<file path="config.mk">
export PLATFORM = sky130hd
export DESIGN_NAME = axil_reg_bank
export DESIGN_NICKNAME = d
export VERILOG_FILES = /design/src/rtl/axil_reg_pkg.sv /design/src/rtl/axil_reg_bank.sv
export SDC_FILE = /design/constraint.sdc
export NUM_CORES = 1
export LEC_CHECK = 0
export BUFFER_PORTS_ARGS = -buffer_cell sky130_fd_sc_hd__buf_2
export CAP_MARGIN = 5
export CORE_MARGIN = 10
export CORE_UTILIZATION = 58
export CTS_BUF_LIST = sky130_fd_sc_hd__clkbuf_4 sky130_fd_sc_hd__clkbuf_8 sky130_fd_sc_hd__clkbuf_16
export DETAILED_ROUTE_END_ITERATION = 16
export PLACE_DENSITY_LB_ADDON = 0.25
export SYNTH_ARGS = -nofsm -noshare
export SYNTH_HDL_FRONTEND = slang
export SYNTH_SLANG_ARGS = --single-unit
</file>
<file path="constraint.sdc">
create_clock -name clk -period 48.1 [get_ports clk]
set_clock_uncertainty 0.15 [all_clocks]
set_input_delay 14.43 -clock clk [delete_from_list [all_inputs] [get_ports clk]]
set_output_delay 14.43 -clock clk [all_outputs]
set_load 0.1 [all_outputs]
</file>
<file path="src/rtl/axil_reg_pkg.sv">
// Shared constants, decode record and byte-strobe merge helper for the
// AXI-Lite register bank.
package axil_reg_pkg;

   // Word slots with dedicated meaning; everything from CFG_BASE up is RW.
   localparam int CTRL_IDX    = 0;
   localparam int ERR_IDX     = 1;
   localparam int CFG_BASE    = 2;

   // Bit positions inside the CTRL and ERR words.
   localparam int START_BIT   = 0;
   localparam int ERR_CLR_BIT = 0;

   // Width of the saturating out-of-range write counter.
   localparam int ERR_CNT_W   = 8;

   // Widest data word strb_merge can handle.
   localparam int MERGE_MAX_W    = 256;
   localparam int MERGE_MAX_STRB = MERGE_MAX_W / 8;

   // Decoded view of the request currently presented on the write port.
   typedef struct packed {
      logic oor;      // upper address bits nonzero
      logic is_ctrl;  // CTRL word (start trigger)
      logic is_err;   // ERR word (W1C of error state)
      logic is_cfg;   // one of the RW configuration words
   } wr_decode_t;

   // Replace every byte of old_word whose strobe is set with the matching
   // byte of data_word. Callers zero-extend narrower words to MERGE_MAX_W.
   function automatic logic [MERGE_MAX_W-1:0] strb_merge(
      input logic [MERGE_MAX_W-1:0]    old_word,
      input logic [MERGE_MAX_W-1:0]    data_word,
      input logic [MERGE_MAX_STRB-1:0] strb
   );
      logic [MERGE_MAX_W-1:0] merged;
      merged = old_word;
      for (int b = 0; b < MERGE_MAX_STRB; b++) begin
         if (strb[b]) begin
            merged[b*8 +: 8] = data_word[b*8 +: 8];
         end
      end
      return merged;
   endfunction

endpackage

</file>
<file path="src/rtl/axil_reg_bank.sv">
// Register bank behind the AXI-Lite write front end: decodes the word index,
// applies byte strobes to the RW configuration words, raises a one-cycle
// start pulse and keeps sticky/saturating out-of-range bookkeeping.
//
// Handshake: reg_wr_en is a level request held by upstream until it sees
// reg_wr_ack. A request commits on the first edge where reg_wr_en is high and
// ack_q is low; ack_q (= reg_wr_ack) is then high for exactly one cycle, and
// while it is high the still-asserted request is ignored, so each request
// commits exactly once. reg_wr_wait = reg_wr_en && !ack_q tells upstream the
// request has been seen and the ack is still pending.
module axil_reg_bank
   import axil_reg_pkg::*;
#(
   parameter int DATA_WIDTH = 32,
   parameter int ADDR_WIDTH = 40,
   parameter int STRB_WIDTH = 4,
   parameter int DEPTH      = 16
) (
   input  logic                              clk,
   input  logic                              rst,
   input  logic [ADDR_WIDTH-1:0]             reg_wr_addr,
   input  logic [DATA_WIDTH-1:0]             reg_wr_data,
   input  logic [STRB_WIDTH-1:0]             reg_wr_strb,
   input  logic                              reg_wr_en,
   output logic                              reg_wr_wait,
   output logic                              reg_wr_ack,
   output logic                              start,
   output logic [(DEPTH-2)*DATA_WIDTH-1:0]   cfg,
   output logic                              err_flag,
   output logic [7:0]                        err_count
);

   localparam int IDX_W   = $clog2(DEPTH);
   localparam int NUM_CFG = DEPTH - CFG_BASE;

   localparam logic [IDX_W-1:0] CTRL_SEL = IDX_W'(CTRL_IDX);
   localparam logic [IDX_W-1:0] ERR_SEL  = IDX_W'(ERR_IDX);
   localparam logic [IDX_W-1:0] CFG_SEL  = IDX_W'(CFG_BASE);

   logic                   ack_q;
   logic                   start_q;
   logic                   err_flag_q;
   logic [ERR_CNT_W-1:0]   err_cnt_q;
   logic [DATA_WIDTH-1:0]  cfg_q [NUM_CFG];

   logic                   commit;
   logic [IDX_W-1:0]       idx;
   logic [IDX_W-1:0]       cfg_sel;
   wr_decode_t             dec;
   logic                   start_hit;
   logic                   err_clr_hit;

   logic [DATA_WIDTH-1:0]     old_word;
   logic [DATA_WIDTH-1:0]     merged_word;
   logic [MERGE_MAX_W-1:0]    old_wide;
   logic [MERGE_MAX_W-1:0]    data_wide;
   logic [MERGE_MAX_W-1:0]    merged_wide;
   logic [MERGE_MAX_STRB-1:0] strb_wide;

   // Byte-offset bits and the unused top of the merge result carry no meaning.
   logic                   unused_bits;
   assign unused_bits = ^{reg_wr_addr[1:0], merged_wide[MERGE_MAX_W-1:DATA_WIDTH]};

   // A request commits only while no ack is outstanding.
   assign commit      = reg_wr_en && !ack_q;
   assign reg_wr_wait = reg_wr_en && !ack_q;
   assign reg_wr_ack  = ack_q;
   assign start       = start_q;
   assign err_flag    = err_flag_q;
   assign err_count   = err_cnt_q;

   assign idx     = reg_wr_addr[IDX_W+1:2];
   assign cfg_sel = idx - CFG_SEL;

   // Classify the request: out-of-range wins over any index match.
   always_comb begin
      dec         = '0;
      dec.oor     = |reg_wr_addr[ADDR_WIDTH-1:IDX_W+2];
      if (!dec.oor) begin
         dec.is_ctrl = (idx == CTRL_SEL);
         dec.is_err  = (idx == ERR_SEL);
         dec.is_cfg  = (idx >= CFG_SEL);
      end
   end

   assign start_hit   = commit && dec.is_ctrl
                        && reg_wr_strb[START_BIT/8] && reg_wr_data[START_BIT];
   assign err_clr_hit = commit && dec.is_err
                        && reg_wr_strb[ERR_CLR_BIT/8] && reg_wr_data[ERR_CLR_BIT];

   // Read-modify-write path for the addressed RW word.
   assign old_word    = cfg_q[cfg_sel];
   assign old_wide    = MERGE_MAX_W'(old_word);
   assign data_wide   = MERGE_MAX_W'(reg_wr_data);
   assign strb_wide   = MERGE_MAX_STRB'(reg_wr_strb);
   assign merged_wide = strb_merge(old_wide, data_wide, strb_wide);
   assign merged_word = merged_wide[DATA_WIDTH-1:0];

   // Ack register: high for the single cycle after each commit.
   always_ff @(posedge clk or posedge rst) begin
      if (rst) begin
         ack_q <= 1'b0;
      end else begin
         ack_q <= commit;
      end
   end

   // Self-clearing start pulse, aligned with the ack of the CTRL write.
   always_ff @(posedge clk or posedge rst) begin
      if (rst) begin
         start_q <= 1'b0;
      end else begin
         start_q <= start_hit;
      end
   end

   // Sticky error flag and saturating counter; out-of-range beats W1C.
   always_ff @(posedge clk or posedge rst) begin
      if (rst) begin
         err_flag_q <= 1'b0;
         err_cnt_q  <= '0;
      end else if (commit && dec.oor) begin
         err_flag_q <= 1'b1;
         if (err_cnt_q != '1) begin
            err_cnt_q <= err_cnt_q + 1'b1;
         end
      end else if (err_clr_hit) begin
         err_flag_q <= 1'b0;
         err_cnt_q  <= '0;
      end
   end

   // RW configuration words, byte-strobed update of the addressed slot.
   always_ff @(posedge clk or posedge rst) begin
      if (rst) begin
         for (int i = 0; i < NUM_CFG; i++) begin
            cfg_q[i] <= '0;
         end
      end else if (commit && dec.is_cfg) begin
         for (int i = 0; i < NUM_CFG; i++) begin
            if (cfg_sel == IDX_W'(i)) begin
               cfg_q[i] <= merged_word;
            end
         end
      end
   end

   // Flatten the RW words, lowest slot in the LSBs.
   for (genvar g = 0; g < NUM_CFG; g++) begin : g_cfg_out
      assign cfg[g*DATA_WIDTH +: DATA_WIDTH] = cfg_q[g];
   end

endmodule

</file>
==> results.toml, run 1 <==
[sta]
rsz0062_at_grt = "false"
slew_headroom_pct = 12.0
period_needed_ps = 30170
setup_viol = 0
fin_tns_setup_ps = 0
min_period_over_period_pct = 62.7
worst_slew_pin_slew_ps = 1320
hold_viol = 0
final_max_slew_viol_count = 0
fmax_ghz = 0.0332

[hold_path]
hp-class = "reg2reg"

[placement]
gp_congestion = 0.915
dp_hpwl_um = 55100
io_buffers = 536

[routing]
postRouteAntennaNets = 0
avgRoutedWirePerCell_um = 29.2
via_per_inst = 6.71
num_vias = 19200
first_pass_iters = 8
drtIter0Drc = 2337
wl_um = 83600
drc_errors = 0

[floorplan]
die_area_mm2 = 0.0449
io_pins = 539
initial_core_util_pct = 58.5
die_h_um = 212
row_count = 70
die_x_um = 212
coreArea_mm2 = 0.0365

[global_route]
antenna_found_initial = 1
grt_pass1_vias = 19700
grt_pass1_wl_um = 124000
grt_overflow = 0
grtUsageTotal_pct = 36.5
grt_max_degree = 186

[clock_tree]
cts_tree = "done"
cts-resized-gates = 0
clock_latency_ps = 590
cts_setup_buffers = 0
clock_sinks = 459
cts_max_level = 2
clkTransAtPathRegs_ps = 60
cts_buffer_depth = 3
cts_buffers = 47
holdBufCountCts = 0
clockRootBuffer = "clkbuf_16"

[worst_setup_path]
worst_ep_required_time_ps = 33520
rrSetupSlack_ps = 44560
end_kind = "output pin"
r2r_end = "cfg[154]$_DFFE_PP0P_"
startpoint_type = "input port"
reg2reg_from = "reg_wr_ack$_DFF_PP0_"
critPathArrivalTime_ps = 15590
crit_end = "reg_wr_wait"
crit_type = "in2out"
startpoint = "reg_wr_en"
path_max_fanout = 8
r2r_cells = 5

[logic_synthesis]
syn_nets = 2007
synth-seq-cells = 459
syn_avg_cell_area_um2 = 11.1
yosysWarningCount = 0
synth_cell_types = 51
syn-cell-area_mm2 = 0.0214
ys_seq_area_share_pct = 53.7
synthCells = 1926

[flow_run]
maxCapViolCount = 0

[run_status]
status = "finished, final reports clean"

[pwr]
p_leak_nw = 14.0
pwr_density_cell_mw_per_mm2 = 34.4
ir_worst_vdd_mv = 0.0340

[finish]
synthToLayoutAreaGrowth_pct = 21.7
final_util_pct = 71.3
drive_above_1_share_pct = 36.0
nets = 2437
final cells by class:
cell class | instances | area, µm²
clock buffers | 72 | 1480
multi-input cells | 1181 | 8900
fillers | 2589 | 10500
diodes | 1 | 2.50
inverters | 93 | 357
clock inverters | 16 | 220
flip-flops and latches | 459 | 11500
repair buffers | 574 | 2990
well taps | 468 | 586
state kept, by name, indices dropped and copies added, names as in the netlist:
signal	count
start	1
reg_wr_ack	1
err_flag	1
cfg	448
err_count	8
layout by cell type, fill, tap and decap left out, types with 9 or more instances in the layout:
cell | netlist | routed
buf_2 | 58 | 534
a21oi_1 | 531 | 531
dfrtp_1 | 459 | 459
nor2_1 | 158 | 153
mux2i_1 | 119 | 119
mux4_2 | 93 | 93
inv_1 | 93 | 92
mux2_2 | 68 | 68
clkbuf_16 | 0 | 48
nand2_1 | 41 | 41
buf_4 | 2 | 37
a31oi_1 | 33 | 33
a221oi_1 | 30 | 30
clkbuf_8 | 0 | 16
nor4_1 | 16 | 11
nand3_1 | 11 | 9
clkinv_2 | 0 | 9
cell usage after synthesis, drive strengths merged:
cell type | instances | area (µm²)
o211ai | 2 | 15.0
nor4 | 18 | 125
inv | 93 | 349
buf | 73 | 392
o21ba | 1 | 10.0
or4 | 2 | 18.8
a221oi | 30 | 263
mux2i | 119 | 1190
o21a | 1 | 7.51
o31ai | 2 | 15.0
ha | 2 | 25.0
o21ai | 6 | 30.0
and2 | 2 | 12.5
nor4bb | 1 | 10.0
mux4 | 93 | 2090
nor2 | 158 | 593
xnor2 | 1 | 8.76
a31o | 5 | 43.8
nor3 | 6 | 45.0
nand4 | 6 | 43.8
nand2 | 41 | 154
nand3 | 12 | 65.1
a311o | 1 | 10.0
and3b | 1 | 8.76
nand2b | 2 | 12.5
mux2 | 70 | 788
and4 | 1 | 8.76
a31oi | 33 | 206
and4b | 1 | 10.0
dfrtp | 459 | 11500
xor2 | 1 | 8.76
and3 | 9 | 56.3
a21oi | 531 | 2660
clkbuf | 120 | 450
or4b | 1 | 10.0
or3 | 7 | 43.8
a32o | 4 | 40.0
nand3b | 1 | 7.51
nor2b | 7 | 43.8
a21boi | 3 | 22.5
routing by layer:
layer / up-vias / part of all wire, % / GRT usage (%)
met5: - / 0.013 / 0
met4: 2 / 6.5 / 21.5
met3: 345 / 13 / 11.5
met2: 1567 / 46 / 56.4
met1: 9539 / 34 / 44.5
li1: 7773 / - / -
kinds of logic (layout without fill, tap and decap cells):
kind of cell	count (synthesis)	in the layout	synth area share, %
flops	459	459	53.7
other cells	0	1	0
simple gates	276	276	5.93
fa+ha+maj	2	2	0.117
buf+inv	286	755	5.57
compound gates	619	619	15.5
xor+xnor	2	2	0.0819
mux	282	282	19.1
worst max-delay path, cell delays in order:
cell and delay (ps):
buf_2 100, nor2b_1 510, buf_2 550
worst min path at each step:
stage	startpoint	endpoint	cells after the start
CTS	cfg[251]$_DFFE_PP0P_	cfg[251]$_DFFE_PP0P_	1
global route	cfg[426]$_DFFE_PP0P_	cfg[426]$_DFFE_PP0P_	1
global placement	cfg[394]$_DFFE_PP0P_	cfg[394]$_DFFE_PP0P_	1
finish	cfg[251]$_DFFE_PP0P_	cfg[251]$_DFFE_PP0P_	1
detailed placement	cfg[187]$_DFFE_PP0P_	cfg[187]$_DFFE_PP0P_	1
floorplan	err_flag$_DFFE_PP0P_	err_flag$_DFFE_PP0P_	2
power by group:
| group | switching [mW] | internal (mW) | leakage (nW) | total (mW) |
|---|---|---|---|---|
| registers | 0.00422 | 0.390 | 5.94 | 0.394 |
| clock network | 0.158 | 0.239 | 0.861 | 0.398 |
| logic | 0.0797 | 0.0238 | 7.23 | 0.103 |
| total | 0.242 | 0.653 | 14.0 | 0.895 |
per-stage QoR:
| step | setup slack [ps] | hold WS, ps | cell area, µm² | instances | power, mW |
|---|---|---|---|---|---|
| 6_report | 17940 | 382 | 26000 | 2864 | 0.895 |
| 3_3_place_gp | 18010 | 348 | 24300 | 2774 | 0.500 |
| 3_5_place_dp | 17990 | 363 | 24300 | 2774 | 0.502 |
| 4_1_cts | 17990 | 375 | 26000 | 2862 | 0.893 |
| 5_1_grt | 17900 | 407 | 26000 | 2863 | 0.918 |
| 2_1_floorplan | 18000 | 819 | 21400 | 1926 | 0.475 |
(Power assumes the default switching activity.)
==> run 2: changes to the inputs <==
--- a/config.mk
+++ b/config.mk
@@ -8,7 +8,7 @@
 export BUFFER_PORTS_ARGS = -buffer_cell sky130_fd_sc_hd__buf_2
 export CAP_MARGIN = 5
 export CORE_MARGIN = 10
-export CORE_UTILIZATION = 58
+export CORE_UTILIZATION = 49
 export CTS_BUF_LIST = sky130_fd_sc_hd__clkbuf_4 sky130_fd_sc_hd__clkbuf_8 sky130_fd_sc_hd__clkbuf_16
 export DETAILED_ROUTE_END_ITERATION = 16
 export PLACE_DENSITY_LB_ADDON = 0.25
==> constraint.sdc (replaced) <==
create_clock -name clk -period 27.3 [get_ports clk]
set_clock_uncertainty 0.15 [all_clocks]
set_input_delay 8.19 -clock clk [delete_from_list [all_inputs] [get_ports clk]]
set_output_delay 8.19 -clock clk [all_outputs]
set_load 0.1 [all_outputs]
==> run 2 against run 1 <==
- critical path depth is the same
- final cell count grew 3.9%
- combinational power grew 77%
- non-clock buffer count shrank 3
- die area grew 17%
- count of clock-buffer cells in the layout shrank 3
- largest power group is now sequential cells
- sequential power grew 76%
- clock power grew 71%
==> results.toml, run 2 (same netlist as run 1, synthesis figures left out) <==
[sta]
rsz0062_at_grt = "false"
fin_tns_setup_ps = 0
final_max_slew_viol_count = 0
fmax_ghz = 0.0565
slew_headroom_pct = 9.81
period_needed_ps = 17690
hold_viol = 0
setup_viol = 0
min_period_over_period_pct = 64.8
fin_hold_ws_ps = 369
worst_slew_pin_slew_ps = 1350

[worst_setup_path]
worst_ep_required_time_ps = 18960
path_max_fanout = 8
critPathArrivalTime_ps = 9350
crit_chain = "buf_2, nor2b_1, buf_2"
critical-path-top-delay-family = "buffers and inverters"
max_stage_delay_ps = 550
startpoint_type = "input port"
path_buf_inv = 2
crit_type = "in2out"
cpMostUsedCell = "buf_2"
end_kind = "output pin"
cp_slowest_cell = "buf_2"

[pwr]
clockPowerShare_pct = 43.7
p_leak_nw = 14.0
p_int_mw = 1.13
power_mw = 1.56
sw_frac_of_total_pct = 27.6
p_seq_share_pct = 44.6
ir_worst_vdd_mv = 0.0623
pwr_density_cell_mw_per_mm2 = 59.6
power_frac_comb_pct = 11.7
power_switching_mw = 0.430

[finish]
num-fill-cells = 3607
fin_cells = 2977
nets = 2435
final_common_cell = "buf_2"
layout_common_cells = "buf_2, a21oi_1, dfrtp_1, nor2_1, mux2i_1"
drive_above_1_share_pct = 35.9
largest_register_ff_count = 448
synthToLayoutAreaGrowth_pct = 22.1

[floorplan]
die_x_um = 229
coreArea_mm2 = 0.0431
die_h_um = 229
die_area_mm2 = 0.0524
io_pins = 539
initial_core_util_pct = 49.6
row_count = 76

[routing]
avgRoutedWirePerCell_um = 28.5
wl_met1_um = 31600
wl_met3_um = 9240
via_per_inst = 6.37
wl_met2_um = 40300
wl_um = 84900
highest_layer = "met5"
num_vias = 19000
postRouteAntennaNets = 0
first_pass_iters = 5
drc_errors = 0
drtIter0Drc = 2354

[placement]
dp_hpwl_um = 56100
dp_cells = 2889
io_buffers = 536
gp_congestion = 0.870

[clock_tree]
cts_buffers = 48
cts_buffer_depth = 3
clock_latency_ps = 600
clock_sinks = 459
cts-resized-gates = 0
cts_tree = "done"
clkTransAtPathRegs_ps = 60
cts_max_level = 2
holdBufCountCts = 0
cts_setup_buffers = 0
clockRootBuffer = "clkbuf_16"

[global_route]
grt_max_degree = 181
grtUsageTotal_pct = 31.5
grt_pass1_wl_um = 126000
antenna_found_initial = 2
grt_pass1_vias = 19000
grt_overflow = 0

[run_status]
status = "finished, final reports clean"

[hold_path]
hp-class = "reg2reg"

[flow_run]
maxCapViolCount = 0
-- run 2: power groups by stage --
| stage | sequential, mW | combinational [mW] | clock [mW] |
|---|---|---|---|
| 2_1_floorplan | 0.749 | 0.0882 | 0 |
| 3_3_place_gp | 0.705 | 0.177 | 0 |
| 5_1_grt | 0.694 | 0.192 | 0.712 |
| 4_1_cts | 0.693 | 0.180 | 0.684 |
| 6_report | 0.694 | 0.182 | 0.680 |
| 3_5_place_dp | 0.706 | 0.179 | 0 |
-- run 2: through the flow --
step | worst slack [ps] | instance area (µm²) | utilization [%]
after global placement | 9680 | 24500 | 56.8
after global routing | 9560 | 26100 | 60.6
after floorplan | 6160 | 21400 | -
after CTS | 9650 | 26100 | 60.6
after detailed placement | 9650 | 24500 | 56.8
final | 9610 | 26100 | 60.6
-- run 2: cell type report --
cell class,count,area (µm²),share of cell area (%)
diodes,1,2.50,0.00958
well taps,585,732,2.80
clock buffers,69,1450,5.54
inverters,93,357,1.37
flip-flops and latches,459,11500,44.0
clock inverters,18,204,0.781
multi-input cells,1181,8900,34.1
repair buffers,571,2980,11.4
-- run 2: path summary, 6_finish.rpt --
kind,cells after the start,start,to,slack (ps)
setup / recovery,3,reg_wr_en,reg_wr_wait,9610
max in group asynchronous,3,rst,cfg[109]$_DFFE_PP0P_,17800
hold / removal,2,err_flag$_DFFE_PP0P_,err_flag$_DFFE_PP0P_,370
setup reg to reg,6,reg_wr_ack$_DFF_PP0_,cfg[202]$_DFFE_PP0P_,23600
hold reg to reg,2,err_flag$_DFFE_PP0P_,err_flag$_DFFE_PP0P_,370
min in group asynchronous,2,rst,cfg[122]$_DFFE_PP0P_,7600
-- run 2: worst reg2reg max path, delay by kind of cell, from the launching register on --
family	cells	cell delay [ps]
AND/OR/NAND/NOR	3	1710
buffers and inverters	1	490
multiplexers	1	440
flip-flops	1	400
AO/OA/AOI/OAI	1	400
-- run 2: routing by layer --
metal	GRT usage, %	up-vias
met1	39.9	9573
met5	0.0945	-
met4	13.7	2
met2	50.5	1391
met3	8.00	230
li1	-	7774
==> run 3: changes to the inputs <==
--- a/config.mk
+++ b/config.mk
@@ -5,6 +5,7 @@
 export SDC_FILE = /design/constraint.sdc
 export NUM_CORES = 1
 export LEC_CHECK = 0
+export ABC_AREA = 1
 export BUFFER_PORTS_ARGS = -buffer_cell sky130_fd_sc_hd__buf_2
 export CAP_MARGIN = 5
 export CORE_MARGIN = 10
==> constraint.sdc (replaced) <==
create_clock -name clk -period 14.7 [get_ports clk]
set_clock_uncertainty 0.15 [all_clocks]
set_input_delay 4.41 -clock clk [delete_from_list [all_inputs] [get_ports clk]]
set_output_delay 4.41 -clock clk [all_outputs]
set_load 0.1 [all_outputs]
==> run 3 against run 2 <==
- sequential share of layout area decreased by 0.85 points
- clock power increased by 96%
- total power grew 82%
- first-iteration DRC count rose by 9.7%
- largest cell class unchanged
==> results.toml, run 3 <==
[hold_path]
hold_end = "err_flag$_DFFE_PP0P_"
holdPathStages = 1
hp-class = "reg2reg"
min_from = "err_flag$_DFFE_PP0P_"

[routing]
avgRoutedWirePerCell_um = 22.7
postRouteAntennaNets = 0
drc_errors = 0
via_per_inst = 5.63
drtIter0Drc = 2582
first_pass_iters = 6
wl_um = 90700
num_vias = 22500

[logic_synthesis]
yosysWarningCount = 0
syn-cell-area_mm2 = 0.0221
synth_cell_types = 34
syn_avg_cell_area_um2 = 7.51
synth-seq-cells = 459
yosys.area.top_type_share_pct = 51.9
synth_top_area_cell = "dfrtp_1"
synthTopCellsByCount = "nand2_1, dfrtp_1, o21ai_1, nand3_1, nor2_1"
synth.area.top_cells = "dfrtp_1, nand2_1, o21ai_1, nand3_1, nor2_1"
synth_edf_count = 0
dominantRegCellSynth = "dfrtp_1"
yosysMostFrequentCell = "nand2_1"
synthArstFlopShare_pct = 100
ys_seq_area_share_pct = 51.9
synthCells = 2947
syn_nets = 3028

[pwr]
p_seq_share_pct = 45.1
pwr_density_cell_mw_per_mm2 = 106
power_mw = 2.83
sw_frac_of_total_pct = 25.9
clockPowerShare_pct = 46.9
p_leak_nw = 14.7
power_switching_mw = 0.731
ir_worst_vdd_mv = 0.0891
p_int_mw = 2.09
power_frac_comb_pct = 7.9

[worst_setup_path]
cpMostUsedCell = "buf_2"
reg2reg_from = "reg_wr_ack$_DFF_PP0_"
path_buf_inv = 3
r2r_cells = 7
r2r_end = "cfg[123]$_DFFE_PP0P_"
startpoint_type = "input port"
crit_type = "in2out"
worst_ep_required_time_ps = 10140
critPathArrivalTime_ps = 5090
end_kind = "output pin"
cp_slowest_cell = "buf_2"
max_stage_delay_ps = 440
critical-path-top-delay-family = "buffers and inverters"
crit_chain = "buf_2, inv_1, nor2_2, buf_2"
path_max_fanout = 2
rrSetupSlack_ps = 11670

[sta]
fin_tns_setup_ps = 0
fmax_ghz = 0.104
worst_slew_pin_slew_ps = 1230
min_period_over_period_pct = 65.6
hold_viol = 0
rsz0062_at_grt = "false"
slew_headroom_pct = 17.5
period_needed_ps = 9650
final_max_slew_viol_count = 0
setup_viol = 0

[finish]
nets = 3438
layout_common_cells = "nand2_1, buf_2, dfrtp_1, o21ai_1, nand3_1"
fin_cells = 3990
drive_above_1_share_pct = 21.1
largest_register_ff_count = 448
synthToLayoutAreaGrowth_pct = 20.3
fin_area_mm2 = 0.0266
final_common_cell = "nand2_1"
final_util_pct = 59.9

[flow_run]
maxCapViolCount = 0

[global_route]
grt_pass1_wl_um = 134000
grtUsageTotal_pct = 32.3
grt_pass1_vias = 21000
antenna_found_initial = 2
grt_max_degree = 163
grt_overflow = 0

[clock_tree]
cts_setup_buffers = 0
cts_buffer_depth = 3
clock_latency_ps = 600
clock_sinks = 459
holdBufCountCts = 0
clkTransAtPathRegs_ps = 60
cts-resized-gates = 0
cts_tree = "done"
clockRootBuffer = "clkbuf_16"
cts_max_level = 2
cts_buffers = 50

[floorplan]
die_area_mm2 = 0.0541
die_h_um = 233
io_pins = 539
coreArea_mm2 = 0.0444
initial_core_util_pct = 49.8
row_count = 77
die_x_um = 233

[placement]
dp_hpwl_um = 62400
gp_congestion = 0.934
placed_area_mm2 = 0.0249
io_buffers = 536
dp_cells = 3897

[run_status]
status = "finished, final reports clean"
[run 3: changes by cell type after synthesis, moves of 68 or more]
| cell | change |
|---|---|
| o21ai_0 | +116 |
| mux2i_1 | -119 |
| nand2_1 | +1257 |
| nand3_1 | +173 |
| mux4_2 | -93 |
| mux2_2 | -68 |
| o21ai_1 | +301 |
| a21oi_1 | -502 |
[run 3: worst max path at each step]
stage	start	cells after the start	slack [ps]	to
4_1_cts	reg_wr_en	4	5040	reg_wr_wait
2_1_floorplan	rst	1	3930	cfg[0]$_DFFE_PP0P_
3_5_place_dp	reg_wr_en	4	5040	reg_wr_wait
3_3_place_gp	reg_wr_en	4	5070	reg_wr_wait
6_report	reg_wr_en	4	5050	reg_wr_wait
5_1_grt	reg_wr_en	4	5020	reg_wr_wait
[run 3: area by class of cell]
cell class / count / area [µm²]
antenna: 2 / 5.00
inverter: 92 / 359
clock buffer: 69 / 1440
clock inverter: 22 / 278
fill: 4091 / 17800
timing repair buffer: 563 / 2920
multi-input combinational: 2191 / 9390
sequential: 459 / 11500
tap: 592 / 741
[run 3: cells by family after synthesis]
group | synth area share, %
AND/OR/NAND/NOR | 31.5
flip-flops | 51.9
XOR/XNOR | 0.198
buffers and inverters | 5.93
adder cells (fa/ha/maj) | 0.113
AO/OA/AOI/OAI | 10.3
[run 3: power by group through the flow]
| stage | clock (mW) | combinational, mW | sequential (mW) |
|---|---|---|---|
| after global routing | 1.38 | 0.236 | 1.28 |
| after detailed placement | 0 | 0.223 | 1.30 |
| after global placement | 0 | 0.220 | 1.30 |
| final | 1.33 | 0.223 | 1.28 |
| after CTS | 1.33 | 0.223 | 1.28 |
| after floorplan | 0 | 0.113 | 1.34 |
[run 3: through the flow]
| step | setup WS [ps] | hold slack, ps |
|---|---|---|
| floorplan | 3930 | 844 |
| global placement | 5070 | 333 |
| detailed placement | 5040 | 337 |
| finish | 5050 | 349 |
| global route | 5020 | 368 |
| CTS | 5040 | 350 |
[run 3: layer usage]
metal / up-vias / wire [µm] / part of all wire (%) / GRT usage, %
met5: - / 0 / 0 / 0
met4: 0 / 4110 / 4.5 / 13.3
met3: 209 / 10600 / 12 / 8.98
met2: 1322 / 41900 / 46 / 51.6
li1: 10200 / - / - / -
met1: 10700 / 34000 / 38 / 40.9
